--- config.mk ---
export PLATFORM = sky130hd
export DESIGN_NAME = de_pipe_reg
export DESIGN_NICKNAME = d
export VERILOG_FILES = /design/src/rtl/pipe_pkg.sv /design/src/rtl/sat_counter.sv /design/src/rtl/de_pipe_reg.sv
export SDC_FILE = /design/constraint.sdc
export NUM_CORES = 1
export LEC_CHECK = 0
export ABC_AREA = 1
export CAP_MARGIN = 40
export CORE_ASPECT_RATIO = 1.1
export CORE_MARGIN = 4
export CORE_UTILIZATION = 35
export CTS_CLUSTER_DIAMETER = 200
export DETAILED_ROUTE_END_ITERATION = 7
export PLACE_DENSITY = 0.68
export SLEW_MARGIN = 10
export SYNTH_ARGS = -nofsm -noshare
export SYNTH_HDL_FRONTEND = slang
export SYNTH_SLANG_ARGS = --single-unit
--- constraint.sdc ---
create_clock -name clk -period 8.45 [get_ports clk]
set_input_delay 1.69 -clock clk [delete_from_list [all_inputs] [get_ports clk]]
set_output_delay 1.69 -clock clk [all_outputs]
set_load 0.01 [all_outputs]
--- src/rtl/pipe_pkg.sv ---
// Shared pipeline definitions for the F/D, D/E and E/M registers and the hazard unit.
// Holds the nop encoding, the default reset PC, the Tnew tag type and the D->E payload.
package pipe_pkg;

   localparam int unsigned XLEN   = 32;
   localparam int unsigned TNEW_W = 2;
   localparam int unsigned CNT_W  = 32;

   localparam logic [XLEN-1:0] NOP_INSTR        = 32'h0000_0000;
   localparam logic [XLEN-1:0] DEFAULT_RESET_PC = 32'h0000_3000;
   localparam logic [XLEN-1:0] PC_LINK_OFS      = 32'd8;

   // Cycles until a result is available, counted from E entry
   typedef enum logic [TNEW_W-1:0] {
      TNEW_0 = 2'd0,
      TNEW_1 = 2'd1,
      TNEW_2 = 2'd2
   } tnew_t;

   // Contents of the D->E pipeline register
   typedef struct packed {
      logic [XLEN-1:0] instr;
      logic [XLEN-1:0] pc;
      logic [XLEN-1:0] pc8;
      logic [XLEN-1:0] rs_data;
      logic [XLEN-1:0] rt_data;
      logic [XLEN-1:0] ext_imm;
      tnew_t           tnew;
      logic            valid;
   } de_payload_t;

   // jal link value, wraps modulo 2^32
   function automatic logic [XLEN-1:0] link_pc(input logic [XLEN-1:0] pc);
      return XLEN'(pc + PC_LINK_OFS);
   endfunction

endpackage

--- src/rtl/sat_counter.sv ---
// 32-bit saturating event counter with increment enable.
// Ports: clk, reset (async, active-high), inc (count one event), count (registered value).
module sat_counter
   import pipe_pkg::*;
#(
   parameter int unsigned W = CNT_W
) (
   input  logic         clk,
   input  logic         reset,
   input  logic         inc,
   output logic [W-1:0] count
);

   // Stop at all-ones instead of wrapping
   always_ff @(posedge clk or posedge reset) begin
      if (reset) begin
         count <= '0;
      end else if (inc && (count != {W{1'b1}})) begin
         count <= count + W'(1);
      end
   end

endmodule

--- src/rtl/de_pipe_reg.sv ---
// Decode-to-Execute pipeline register with hold (en=0) and bubble insertion (clr=1).
// Ports: clk, reset (async, active-high), en, clr, D_* stage inputs
//        (instr, pc, rs_data, rt_data, ext_imm, tnew), E_* registered outputs
//        (instr, pc, pc8, rs_data, rt_data, ext_imm, tnew, valid).
// Optional DE_PIPE_STAT_EN: adds bubble_cnt / hold_cnt saturating statistics counters.
module de_pipe_reg
   import pipe_pkg::*;
#(
   parameter logic [31:0] RESET_PC = DEFAULT_RESET_PC
) (
   input  logic        clk,
   input  logic        reset,
   input  logic        en,
   input  logic        clr,
   input  logic [31:0] D_instr,
   input  logic [31:0] D_pc,
   input  logic [31:0] D_rs_data,
   input  logic [31:0] D_rt_data,
   input  logic [31:0] D_ext_imm,
   input  logic [1:0]  D_tnew,
   output logic [31:0] E_instr,
   output logic [31:0] E_pc,
   output logic [31:0] E_pc8,
   output logic [31:0] E_rs_data,
   output logic [31:0] E_rt_data,
   output logic [31:0] E_ext_imm,
   output logic [1:0]  E_tnew,
   output logic        E_valid
`ifdef DE_PIPE_STAT_EN
   ,
   output logic [31:0] bubble_cnt,
   output logic [31:0] hold_cnt
`endif
);

   de_payload_t e_q;

   // Priority: reset > clr > hold > capture. A bubble keeps PC tracking continuous.
   always_ff @(posedge clk or posedge reset) begin
      if (reset) begin
         e_q.instr   <= NOP_INSTR;
         e_q.pc      <= RESET_PC;
         e_q.pc8     <= link_pc(RESET_PC);
         e_q.rs_data <= '0;
         e_q.rt_data <= '0;
         e_q.ext_imm <= '0;
         e_q.tnew    <= TNEW_0;
         e_q.valid   <= 1'b0;
      end else if (clr) begin
         e_q.instr   <= NOP_INSTR;
         e_q.pc      <= D_pc;
         e_q.pc8     <= link_pc(D_pc);
         e_q.rs_data <= '0;
         e_q.rt_data <= '0;
         e_q.ext_imm <= '0;
         e_q.tnew    <= TNEW_0;
         e_q.valid   <= 1'b0;
      end else if (en) begin
         e_q.instr   <= D_instr;
         e_q.pc      <= D_pc;
         e_q.pc8     <= link_pc(D_pc);
         e_q.rs_data <= D_rs_data;
         e_q.rt_data <= D_rt_data;
         e_q.ext_imm <= D_ext_imm;
         e_q.tnew    <= tnew_t'(D_tnew);
         e_q.valid   <= 1'b1;
      end
   end

   assign E_instr   = e_q.instr;
   assign E_pc      = e_q.pc;
   assign E_pc8     = e_q.pc8;
   assign E_rs_data = e_q.rs_data;
   assign E_rt_data = e_q.rt_data;
   assign E_ext_imm = e_q.ext_imm;
   assign E_tnew    = e_q.tnew;
   assign E_valid   = e_q.valid;

`ifdef DE_PIPE_STAT_EN
   logic bubble_ev;
   logic hold_ev;

   // Bubble wins over hold, so an edge counts in at most one counter
   assign bubble_ev = clr;
   assign hold_ev   = ~clr & ~en;

   sat_counter #(.W(CNT_W)) u_bubble_cnt (
      .clk   (clk),
      .reset (reset),
      .inc   (bubble_ev),
      .count (bubble_cnt)
   );

   sat_counter #(.W(CNT_W)) u_hold_cnt (
      .clk   (clk),
      .reset (reset),
      .inc   (hold_ev),
      .count (hold_cnt)
   );
`endif

endmodule

==> impl_metrics.csv, run 1 <==
group,metric,value,unit
setup_path,crit_family,"buffers and inverters",
logic_synthesis,synth_top_area_cell,"dfrtp_1",
setup_path,critPathKind,"in -> reg",
routing,drt_iter0_drc,429,
global_route,gr-usage-all-layers,20.3,%
timing,period_needed,3.43,ns
timing,hold_viol,0,
flow_run,drv_cap,0,
timing,setup_viol,0,
timing,timing.setup.tns,0,ns
global_route,overflow,0,
routing,vias,7623,
place,hpwlAfterDp,19500,um
setup_path,cpMaxStageDelayCell,"buf_4",
power_and_ir_drop,p_leak,6.08,nW
setup_path,start_kind,"input pin",
global_route,antenna_found_initial,0,
finish,ff_latch_area,0.00481,mm^2
logic_synthesis,ys_seq_elements,192,
place,postPlaceCellArea,0.0120,mm^2
finish,fill_cells,2082,
floorplanning,fp.dieH,169,um
setup_path,max_stage_delay,0.67,ns
clocking,path_clk_slew,0.07,ns
timing,max_freq,291,MHz
clocking,cts_hold_buf,0,
finish,syn_to_final_growth,53.1,%
clocking,numCtsBuffers,17,
global_route,grt_max_degree,98,
timing,fin_skew,0,ns
setup_path,required,8.75,ns
floorplanning,dieArea,0.0260,mm^2
logic_synthesis,yosysUniqueCellTypes,27,
clocking,cts_tree,"built",
clocking,cts_max_level,4,
routing,drt-pass1-iter-count,5,
place,port_buffers,360,
setup_path,cp_cell_sequence,"clkdlybuf4s50_1, nor2_8, buf_4, nor2_1, inv_1, nand2_1, nand2_1, o21ai_0",
clocking,clk_latency,0.41,ns
clocking,cts_root_buffer,"clkbuf_16",
global_route,grt_pass1_wl,42400,um
routing,antenna_left,0,
logic_synthesis,postSynthAreaPerCell,8.40,um^2
setup_path,worstPathArrival,3.73,ns
clocking,cts_resized,0,
power_and_ir_drop,power-per-cell-area,176,mW/mm^2
timing,post-route-period-util,40.6,%
floorplanning,num_rows,58,
logic_synthesis,ys_seq_area_share,58.5,%
worst_hold_path,hp-class,"reg -> reg",
status,status,"finished, final reports clean",
logic_synthesis,netlist_area,0.00823,mm^2
timing,slew_violations,0,
finish,diodes,0,
setup_path,cpMostUsedCell,"nand2_1",
floorplanning,core_area,0.0230,mm^2
finish,drive_gt1_share,4.54,%
timing,max-slew-margin-rel,47.5,%
floorplanning,dieWidth,154,um
logic_synthesis,syn_nets,1147,
logic_synthesis,synth_cells,980,
global_route,grt_pass1_vias,7551,
logic_synthesis,synth_area_leaders,"dfrtp_1 57%, nand2_1 22%, nand3_1 8.4%",
power_and_ir_drop,irDropWorstVdd,0.000126,V
finish,finalInstanceArea,0.0126,mm^2
place,place_congestion,0.947,
clocking,clock-sinks,192,
setup_path,crit_path_max_fanout,73,
setup_path,worstSetupEndpointType,"flip-flop",
setup_path,cp.buffers_inverters,3,
timing,worstMarginPinSlew,0.788,ns
clocking,clockBufferDepth,2,
floorplanning,start_util,35.8,%
timing,rsz0062_at_grt,"no",
routing,drc,0,
finish,finalNetCount,1478,
routing,via_per_inst,4.70,
finish,multiInputGateArea,0.00299,mm^2
floorplanning,io_pins,361,
clocking,post_cts_buffers,0,
logic_synthesis,netlist.area_leader.share,56.9,%
logic_synthesis,synth_warnings,0,
routing,wl_per_cell,16.7,um
routing,wirelength,27200,um
-- power by group --
part	leakage [nW]	switching (mW)	internal (mW)	total, mW
Clock	0.276	0.390	0.419	0.808
Combinational	3.34	0.183	0.209	0.392
Sequential	2.46	0.0351	0.980	1.01
-- cell usage in the layout, fill, tap and decap left out, types with 6 or more instances in the layout --
master / synthesis / routed
clkbuf_16: 0 / 17
dfrtp_1: 187 / 187
o21ai_0: 12 / 12
inv_8: 0 / 6
nand3b_1: 10 / 10
clkdlybuf4s50_1: 0 / 359
buf_4: 20 / 6
nand2_1: 480 / 480
nor2_1: 39 / 39
nand3_1: 138 / 138
inv_1: 25 / 23
-- cell families after synthesis --
group	after synthesis	share of synthesized area, %
buffers and inverters	83	5.25
AOI/OAI and AO/OA	16	0.988
and+or+nand+nor	686	34.9
adders and majority gates	1	0.152
DFF	192	58.5
xor gates and xnor gates	2	0.213
-- layer usage --
metal  part of all wire (%)  wire (um)  up-vias  track usage (%)
li1                       -          -     3732                -
met1                     42      11400     3561             26.3
met2                     49      13200      303             33.8
met3                    7.8       2120       27             5.80
met4                    1.7        471        0             5.03
met5                      0          0        -                0
-- cell usage after synthesis --
library cell / count
a21oi_1: 1
a31oi_1: 1
and2_1: 1
buf_1: 4
buf_2: 10
buf_4: 20
buf_6: 4
clkbuf_1: 19
dfrtp_1: 187
dfstp_2: 5
ha_1: 1
inv_1: 25
inv_4: 1
nand2_1: 480
nand3_1: 138
nand3_4: 1
nand3b_1: 10
nand4_1: 1
nor2_1: 39
nor2_2: 5
nor2_4: 4
nor2_8: 1
nor3_1: 4
nor3b_1: 2
o21ai_0: 12
o21ai_1: 2
xor2_1: 2
-- flip-flops by register name (all words and copies together), names as in the netlist --
name,flops
E_rt_data,32
E_instr,32
E_ext_imm,32
E_tnew,2
E_valid,1
E_pc,32
E_pc8,29
E_rs_data,32
-- layout make-up --
| cell class | count | share of cell area [%] |
|---|---|---|
| clock inverter | 14 | 1.18 |
| sequential | 192 | 38.2 |
| inverter | 26 | 0.864 |
| multi-input combinational | 705 | 23.7 |
| timing repair buffer | 369 | 29.7 |
| clock buffer | 17 | 3.38 |
| tap | 300 | 2.98 |
-- path summary, 6_finish.rpt --
path,from,slack [ns],cells after the start,endpoint
worst min-delay path,E_pc[13],0.47,2,E_pc[13]
min in group asynchronous,reset,1.62,2,E_ext_imm[19]
worst min register to register,E_pc[13],0.47,2,E_pc[13]
max in group asynchronous,reset,5.26,5,E_rt_data[1]
worst max register to register,E_pc8[12],7.56,4,E_pc8[12]
worst max-delay path,clr,5.02,8,E_pc8[15]
-- worst register-to-register path, cell delays in order, from the launching register on --
cell     delay (ns)
dfstp_2        0.54
nand2_1        0.05
nand2_1        0.08
nand2_1        0.05
o21ai_0        0.09
-- metrics by stage --
step	total power, mW	hold WS, ns	util, %	setup WS, ns	instances
floorplan	1.18	0.473	-	1.54	980
global placement	1.42	0.453	51.8	4.30	1588
detailed placement	1.43	0.457	52.3	4.58	1592
CTS	2.24	0.469	54.8	5.03	1623
global route	2.31	0.485	54.8	4.82	1623
finish	2.21	0.467	54.8	5.02	1623
Power figures use the tool's default switching activity.
==> run 2: changes to the inputs <==
--- a/config.mk
+++ b/config.mk
@@ -12,7 +12,7 @@
 export CORE_UTILIZATION = 35
 export CTS_CLUSTER_DIAMETER = 200
 export DETAILED_ROUTE_END_ITERATION = 7
-export PLACE_DENSITY = 0.68
+export PLACE_DENSITY = 0.7
 export SLEW_MARGIN = 10
 export SYNTH_ARGS = -nofsm -noshare
 export SYNTH_HDL_FRONTEND = slang
==> constraint.sdc (replaced) <==
create_clock -name clk -period 3.01 [get_ports clk]
set_input_delay 0.602 -clock clk [delete_from_list [all_inputs] [get_ports clk]]
set_output_delay 0.602 -clock clk [all_outputs]
set_load 0.01 [all_outputs]
==> run 2 against run 1 <==
Effect of this change:
- wire length increased by 1.2%
- largest power group unchanged
- first-iteration DRC count rose by 23%
- sequential share of layout area fell by 0.18 points
- hold slack gained 0.0033 ns
- core utilization is 0.26 points higher
- setup slack worse by 4.1 ns
- register-to-register slack got worse by 5.4 ns
- critical path depth decreased by 7
- clock power rose to 2.8 times the previous value
- critical endpoint is now E_pc[12]
- power grew to 2.8 times the previous value
==> impl_metrics.csv, run 2 (synthesized netlist as in run 1, its figures left out) <==
group,metric,value,unit
setup_path,worstSetupEndpointType,"output port",
routing,wirelength,27500,um
floorplanning,fp.dieH,169,um
setup_path,critPathKind,"reg -> out",
finish,finalNonFillerCells,1629,
clocking,clockBufferDepth,2,
floorplanning,core_area,0.0230,mm^2
worst_hold_path,worstHoldStart,"E_rt_data[10]",
place,postPlaceCellArea,0.0121,mm^2
floorplanning,io_pins,361,
timing,fin_skew,0,ns
routing,wl_per_cell,16.9,um
routing,drt-pass1-iter-count,5,
place,port_buffers,360,
finish,finalInstanceArea,0.0127,mm^2
clocking,numCtsBuffers,17,
clocking,clk_latency,0.41,ns
floorplanning,dieWidth,154,um
place,place_congestion,0.878,
power_and_ir_drop,power-per-cell-area,490,mW/mm^2
setup_path,cp.buffers_inverters,1,
floorplanning,num_rows,58,
global_route,grt_max_degree,132,
timing,post-route-period-util,70.5,%
timing,setup_viol,0,
finish,drive_gt1_share,4.89,%
floorplanning,dieArea,0.0260,mm^2
finish,final_core_util,55.0,%
finish,diodes,0,
power_and_ir_drop,irDropWorstVdd,0.000316,V
global_route,overflow,0,
routing,via_per_inst,4.73,
timing,max_freq,472,MHz
power_and_ir_drop,p_leak,6.11,nW
setup_path,crit_path_max_fanout,2,
global_route,gr-usage-all-layers,20.9,%
clocking,cts_hold_buf,0,
power_and_ir_drop,power,6.20,mW
setup_path,r2r-start,"E_pc8[13]",
setup_path,required,2.41,ns
setup_path,cpMaxStageDelayCell,"clkdlybuf4s50_1",
setup_path,cp_cell_sequence,"clkdlybuf4s50_1",
clocking,post_cts_buffers,0,
worst_hold_path,hp-class,"reg -> reg",
setup_path,worstPathArrival,1.52,ns
clocking,cts_resized,0,
finish,mostFrequentLayoutCells,"480 x nand2_1, 359 x clkdlybuf4s50_1, 187 x dfrtp_1",
global_route,grt_pass1_wl,43800,um
clocking,cts_root_buffer,"clkbuf_16",
routing,drc,0,
routing,vias,7712,
flow_run,drv_cap,0,
global_route,grt_pass1_vias,7768,
timing,hold_viol,0,
setup_path,max_stage_delay,0.57,ns
timing,worstMarginPinSlew,0.683,ns
finish,final_common_cell,"nand2_1",
timing,slew_violations,0,
clocking,cts_max_level,4,
setup_path,reg2reg_slack,2.14,ns
setup_path,start_kind,"flip-flop",
worst_hold_path,hold_end,"E_rt_data[10]",
setup_path,rr_worst_depth,4,
place,hpwlAfterDp,19800,um
status,status,"finished, final reports clean",
clocking,clock-sinks,192,
setup_path,reg2reg_to,"E_pc8[13]",
floorplanning,start_util,35.8,%
finish,fill_cells,2102,
routing,antenna_left,0,
place,dp_cells,1597,
global_route,antenna_found_initial,0,
clocking,path_clk_slew,0.07,ns
timing,rsz0062_at_grt,"no",
finish,syn_to_final_growth,53.8,%
timing,max-slew-margin-rel,54.3,%
routing,drt_iter0_drc,529,
worst_hold_path,hold_path_depth,2,
finish,finalNetCount,1483,
setup_path,crit_family,"buffers and inverters",
timing,period_needed,2.12,ns
timing,timing.setup.tns,0,ns
clocking,cts_tree,"built",
run 2: tightest hold or removal path, stage by stage (launching register included):
cell	delay (ns)
dfrtp_1	0.34
nand2_1	0.05
nand2_1	0.05
run 2: layout make-up:
| class | count | area, um^2 | area share, % |
|---|---|---|---|
| clock buffer | 20 | 457 | 3.61 |
| clock inverter | 12 | 120 | 0.949 |
| inverter | 26 | 105 | 0.830 |
| multi-input combinational | 705 | 2990 | 23.6 |
| sequential | 192 | 4810 | 38.0 |
| tap | 300 | 375 | 2.97 |
| timing repair buffer | 374 | 3800 | 30.0 |
run 2: report_power, final:
part	leakage [nW]	switching (mW)	internal, mW
sequential	2.46	0.0975	2.75
combinational	3.36	0.517	0.594
clock	0.284	1.10	1.15
total	6.11	1.71	4.49
run 2: worst max-delay path by stage:
stage	startpoint	endpoint	slack, ns	depth (start not counted)
floorplan	reset	E_ext_imm[0]	-0.06	1
global placement	clr	E_rt_data[8]	0.50	5
detailed placement	clr	E_pc8[20]	0.59	8
CTS	E_pc[12]	E_pc[12]	0.84	1
global route	E_pc[12]	E_pc[12]	0.83	1
finish	E_pc[12]	E_pc[12]	0.89	1
run 2: metrics by stage:
step	hold slack, ns	setup slack (ns)
after CTS	0.475	0.842
after detailed placement	0.457	0.591
after global routing	0.492	0.829
final	0.470	0.889
after floorplan	0.473	-0.0644
after global placement	0.452	0.502
run 2: per-layer routing:
metal / vias up / global-route usage (%) / wire length [um]
met5: - / 0 / 0
met4: 0 / 5.68 / 529
met3: 32 / 5.80 / 2080
met2: 315 / 34.6 / 13500
met1: 3603 / 27.2 / 11400
li1: 3762 / - / -
